==> src/rtl/mu0_reg12_serial_reader.sv <==
// Serial readback of a parallel register value.
// Captures D on Start, shifts it out one bit per BIT_CYCLES clocks with an
// optional trailing even-parity bit, then pulses Done for one cycle.
module mu0_reg12_serial_reader #(
  parameter int WIDTH      = 12,
  parameter int BIT_CYCLES = 1,
  parameter int MSB_FIRST  = 1,
  parameter int PARITY_EN  = 1
) (
  input  logic             Clk,
  input  logic             Reset,
  input  logic             Start,
  input  logic [WIDTH-1:0] D,
  output logic             Sout,
  output logic             Svalid,
  output logic             Sstrobe,
  output logic             Busy,
  output logic             Done
);

  localparam int F = WIDTH + ((PARITY_EN != 0) ? 1 : 0);
  localparam logic [7:0] BC_M1 = 8'(BIT_CYCLES - 1);
  localparam logic [4:0] F_M1  = 5'(F - 1);

  localparam logic [1:0] S_IDLE  = 2'd0;
  localparam logic [1:0] S_SHIFT = 2'd1;
  localparam logic [1:0] S_DONE  = 2'd2;

  logic [1:0]   r_state;
  logic [F-2:0] r_sh;    // bits still to be sent after the one on Sout
  logic [4:0]   r_bit;
  logic [7:0]   r_div;

  logic [WIDTH-1:0] w_ord;
  logic [F-1:0]     w_frame;
  logic             w_par;

  // Put D in transmit order so the frame always leaves from its top bit
  always_comb begin
    w_ord = D;
    if (MSB_FIRST == 0)
      for (int i = 0; i < WIDTH; i++) w_ord[i] = D[WIDTH-1-i];
  end

  assign w_par = ^D;

  generate
    if (PARITY_EN != 0) begin : g_par
      assign w_frame = {w_ord, w_par};
    end else begin : g_nopar
      assign w_frame = w_ord;
    end
  endgenerate

  // Frame sequencer; all outputs are registered alongside the state
  always_ff @(posedge Clk or negedge Reset) begin
    if (!Reset) begin
      r_state <= S_IDLE;
      r_sh    <= '0;
      r_bit   <= '0;
      r_div   <= '0;
      Sout    <= 1'b0;
      Svalid  <= 1'b0;
      Sstrobe <= 1'b0;
      Busy    <= 1'b0;
      Done    <= 1'b0;
    end else begin
      case (r_state)
        S_IDLE: begin
          if (Start) begin
            r_state <= S_SHIFT;
            r_sh    <= w_frame[F-2:0];
            r_bit   <= '0;
            r_div   <= '0;
            Sout    <= w_frame[F-1];
            Svalid  <= 1'b1;
            Sstrobe <= (BC_M1 == 8'd0);
            Busy    <= 1'b1;
          end
        end
        S_SHIFT: begin
          if (r_div == BC_M1) begin
            if (r_bit == F_M1) begin
              // last bit finished: one Done cycle, Busy still high
              r_state <= S_DONE;
              r_bit   <= '0;
              r_div   <= '0;
              Sout    <= 1'b0;
              Svalid  <= 1'b0;
              Sstrobe <= 1'b0;
              Done    <= 1'b1;
            end else begin
              r_bit   <= r_bit + 5'd1;
              r_div   <= '0;
              Sout    <= r_sh[F-2];
              r_sh    <= r_sh << 1;
              Sstrobe <= (BC_M1 == 8'd0);
            end
          end else begin
            r_div   <= r_div + 8'd1;
            // strobe marks the final cycle of the bit period
            Sstrobe <= ((r_div + 8'd1) == BC_M1);
          end
        end
        S_DONE: begin
          r_state <= S_IDLE;
          Done    <= 1'b0;
          Busy    <= 1'b0;
        end
        default: begin
          r_state <= S_IDLE;
          Sout    <= 1'b0;
          Svalid  <= 1'b0;
          Sstrobe <= 1'b0;
          Busy    <= 1'b0;
          Done    <= 1'b0;
        end
      endcase
    end
  end

endmodule
==> config.mk <==
export PLATFORM = sky130hd
export DESIGN_NAME = mu0_reg12_serial_reader
export DESIGN_NICKNAME = d
export VERILOG_FILES = /design/src/rtl/mu0_reg12_serial_reader.sv
export SDC_FILE = /design/constraint.sdc
export NUM_CORES = 1
export LEC_CHECK = 0
export CAP_MARGIN = 20
export CORE_MARGIN = 2
export CORE_UTILIZATION = 55
export CTS_BUF_LIST = sky130_fd_sc_hd__clkbuf_4 sky130_fd_sc_hd__clkbuf_8
export CTS_CLUSTER_SIZE = 12
export DETAILED_ROUTE_END_ITERATION = 6
export GPL_ROUTABILITY_DRIVEN = 0
export GPL_TIMING_DRIVEN = 0
export PLACE_DENSITY = 0.77
export SYNTH_ARGS = -nofsm -noshare
export SYNTH_HDL_FRONTEND = slang
export SYNTH_SLANG_ARGS = --single-unit
==> constraint.sdc <==
create_clock -name Clk -period 5 [get_ports Clk]
set_input_delay 0.75 -clock Clk [delete_from_list [all_inputs] [get_ports Clk]]
set_output_delay 0.75 -clock Clk [all_outputs]
set_load 0.02 [all_outputs]
==> results.toml <==
[cts]
cts_sinks = 32
cts-resized-gates = 0
post_cts_buffers = 0
path_clk_slew_ns = 0.10
htree_num_levels = 2
clkLatencyLatePin_ns = 0.33
cts_tree = "yes"
ctsHoldBuffers = 0
clockBufferDepth = 2
cts_inserted_buffers = 5
cts-root-buf = "clkbuf_4"

[final_layout]
final_layout_size_suffix_gt1_share_pct = 14.5
finish.net_count = 238
fin_cells = 266
nFillCells = 275
num_antenna_cells = 0
fin_area_sq_um = 2200
area.growth.synth_to_final_pct = 19.4

[yosys]
synth_most_common_cell = "nand2_1"
ys_ff_latch = 32
synth_nets = 211
yosys.area.top_type = "dfrtp_1"
synth_seq_area_share_pct = 43.4
synth_area_sq_um = 1850
synth_edf_count = 0
netlist_instances = 192
ys_top_cells_by_area = "dfrtp_1, nand2_1, mux2_2"
synth_ff_type = "dfrtp_1"
synthDominantCellAreaShare_pct = 43.4
synth_warnings = 0
synth_commonest_cells = "nand2_1, dfrtp_1, o21ai_0"
synth_cell_types = 46
synth.avg_cell_area_sq_um = 9.61
async_flop_share_pct = 100

[job]
drv_cap = 0

[drt]
post_drt_wl_per_cell_um = 14.7
num_vias = 1550
drt_iter0_drc = 67
drc = 0
routed_wl_um = 3900
dr.pass1.iters = 4
drtAntennaViolNets = 0
vias_per_cell = 5.83

[floorplan]
die_x_um = 61.9
rows = 21
die_h_um = 61.9
ios = 20
start_util_pct = 56.2
die-area_sq_um = 3830
coreArea_sq_um = 3280

[global_route]
overflow = 0
grt_max_degree = 19
antenna_found_initial = 0
grt_pass1_vias = 1466
grtUsageTotal_pct = 22.9
grt_pass1_wl_um = 6260

[sta]
finalSetupTns_ns = 0
fin_ws_ns = 2.89
hold_viol = 0
slew_headroom_pct = 42.2
rsz0062_at_grt = "false"
max_freq_ghz = 0.474
min_period_over_period_pct = 42.2
period_needed_ns = 2.11
fin_skew_ns = 0.0129
worst_pin_slew_ns = 0.864
final_max_slew_viol_count = 0
setup_viol = 0

[worst_hold_path]
hold_path_class = "flop to flop"

[placed_design]
dpl_cell_area_sq_um = 2110
dp_hpwl_um = 2920
port_buffers = 19
dpl_worst_slack_ns = 2.69
place_inst = 258

[setup_path]
slowest_delay_ns = 0.44
critPathTopFamily = "simple AND/OR/NAND/NOR gates"
critPathLaunchType = "flop"
path_max_fanout = 10
arrival_ns = 2.33
crit_slowest_cell = "dfrtp_1"
cp-end-kind = "flop"
worst_ep_required_time_ns = 5.22
cp_num_buf_inv = 2
cp_cell_sequence = "inv_1 -> ha_1 -> nor4b_4 -> nand4_1 -> a21oi_2 -> buf_6 -> mux2_2"
crit_type = "flop to flop"

[power]
peakVddDrop_mv = 0.252
p_leak_nw = 1.00
pwr-share-clk_pct = 22.1
intPower_uw = 659
p_sw_share_pct = 33.6
pwr-share-seq_pct = 39.2
powerDensity_nw_per_um2 = 450
p_comb_share_pct = 38.7
p_switching_uw = 333

[outcome]
status = "finished clean"
[final timing paths]
| path | depth (start not counted) | start | end | slack [ns] |
|---|---|---|---|---|
| setup / recovery | 7 | r_div[0]$_DFFE_PN0P_ | r_sh[5]$_DFFE_PN0P_ | 2.89 |
| hold / removal | 2 | Done$_DFFE_PN0P_ | Done$_DFFE_PN0P_ | 0.51 |
| setup reg to reg | 7 | r_div[0]$_DFFE_PN0P_ | r_sh[5]$_DFFE_PN0P_ | 2.89 |
| hold reg to reg | 2 | Done$_DFFE_PN0P_ | Done$_DFFE_PN0P_ | 0.51 |
| max in group asynchronous | 2 | Reset | r_sh[2]$_DFFE_PN0P_ | 3.51 |
| min in group asynchronous | 1 | Reset | r_sh[7]$_DFFE_PN0P_ | 0.90 |
[state kept, by name, indices dropped and copies added, names as in the netlist]
name and count:
Busy 1, Done 1, Sout 1, Sstrobe 1, Svalid 1, r_bit 5
r_div 8, r_sh 12, r_state 2
[cell families (layout without fill, tap and decap cells)]
logic type / Yosys count / after routing / synth area share (%)
DFF: 32 / 32 / 43.4
buffers and inverters: 15 / 43 / 4.00
AOI/OAI and AO/OA: 40 / 40 / 14.6
muxes: 12 / 12 / 7.25
adders and majority gates: 4 / 4 / 2.71
xor gates and xnor gates: 12 / 12 / 6.44
and+or+nand+nor: 77 / 77 / 21.6
[power by group through the flow]
stage	registers [mW]	logic (mW)	clock network [mW]
6_report	0.389	0.384	0.219
5_1_grt	0.399	0.427	0.236
4_1_cts	0.389	0.388	0.225
3_5_place_dp	0.394	0.388	0
3_3_place_gp	0.389	0.371	0
2_1_floorplan	0.401	0.258	0
[worst min-delay path, delay by kind of cell (launching register included)]
family | cells | cell delay, ns
AO/OA/AOI/OAI | 1 | 0.04
flip-flops | 1 | 0.36
AND/OR/NAND/NOR | 1 | 0.07
[metal layers]
metal,global-route usage [%],share of wire [%],up-vias,wire [um]
li1,-,-,731,-
met2,40.9,51,44,2000
met4,10.6,1.7,0,66
met5,0,0,-,0
met3,6.42,5.3,8,208
met1,25.2,42,767,1630
[per-stage QoR]
stage                     power, mW  hold slack [ns]  util [%]
after global placement        0.760            0.477      63.7
final                         0.992            0.507      67.1
after global routing           1.06            0.529      67.1
after detailed placement      0.782            0.495      64.2
after floorplan               0.659            0.454         -
after CTS                      1.00            0.519      67.1
[cells in the final DEF, fill, tap and decap left out, types with 5 or more instances in the layout]
master,count
o21ai_0,16
nand2_1,40
clkdlybuf4s50_1,19
inv_1,7
nor2_1,5
clkbuf_4,5
nand3_1,7
dfrtp_1,32
mux2_2,10
xnor2_1,9
[final cells by class]
class / count / area (sq um) / area share [%]
Inverter: 7 / 26.3 / 1.19
Multi-Input combinational cell: 145 / 971 / 44.1
Tap cell: 46 / 57.6 / 2.61
Clock buffer: 7 / 65.1 / 2.95
Sequential cell: 32 / 801 / 36.3
Clock inverter: 1 / 30.0 / 1.36
Buffer: 8 / 47.5 / 2.16
Timing Repair Buffer: 20 / 205 / 9.31
(Power assumes the default switching activity.)
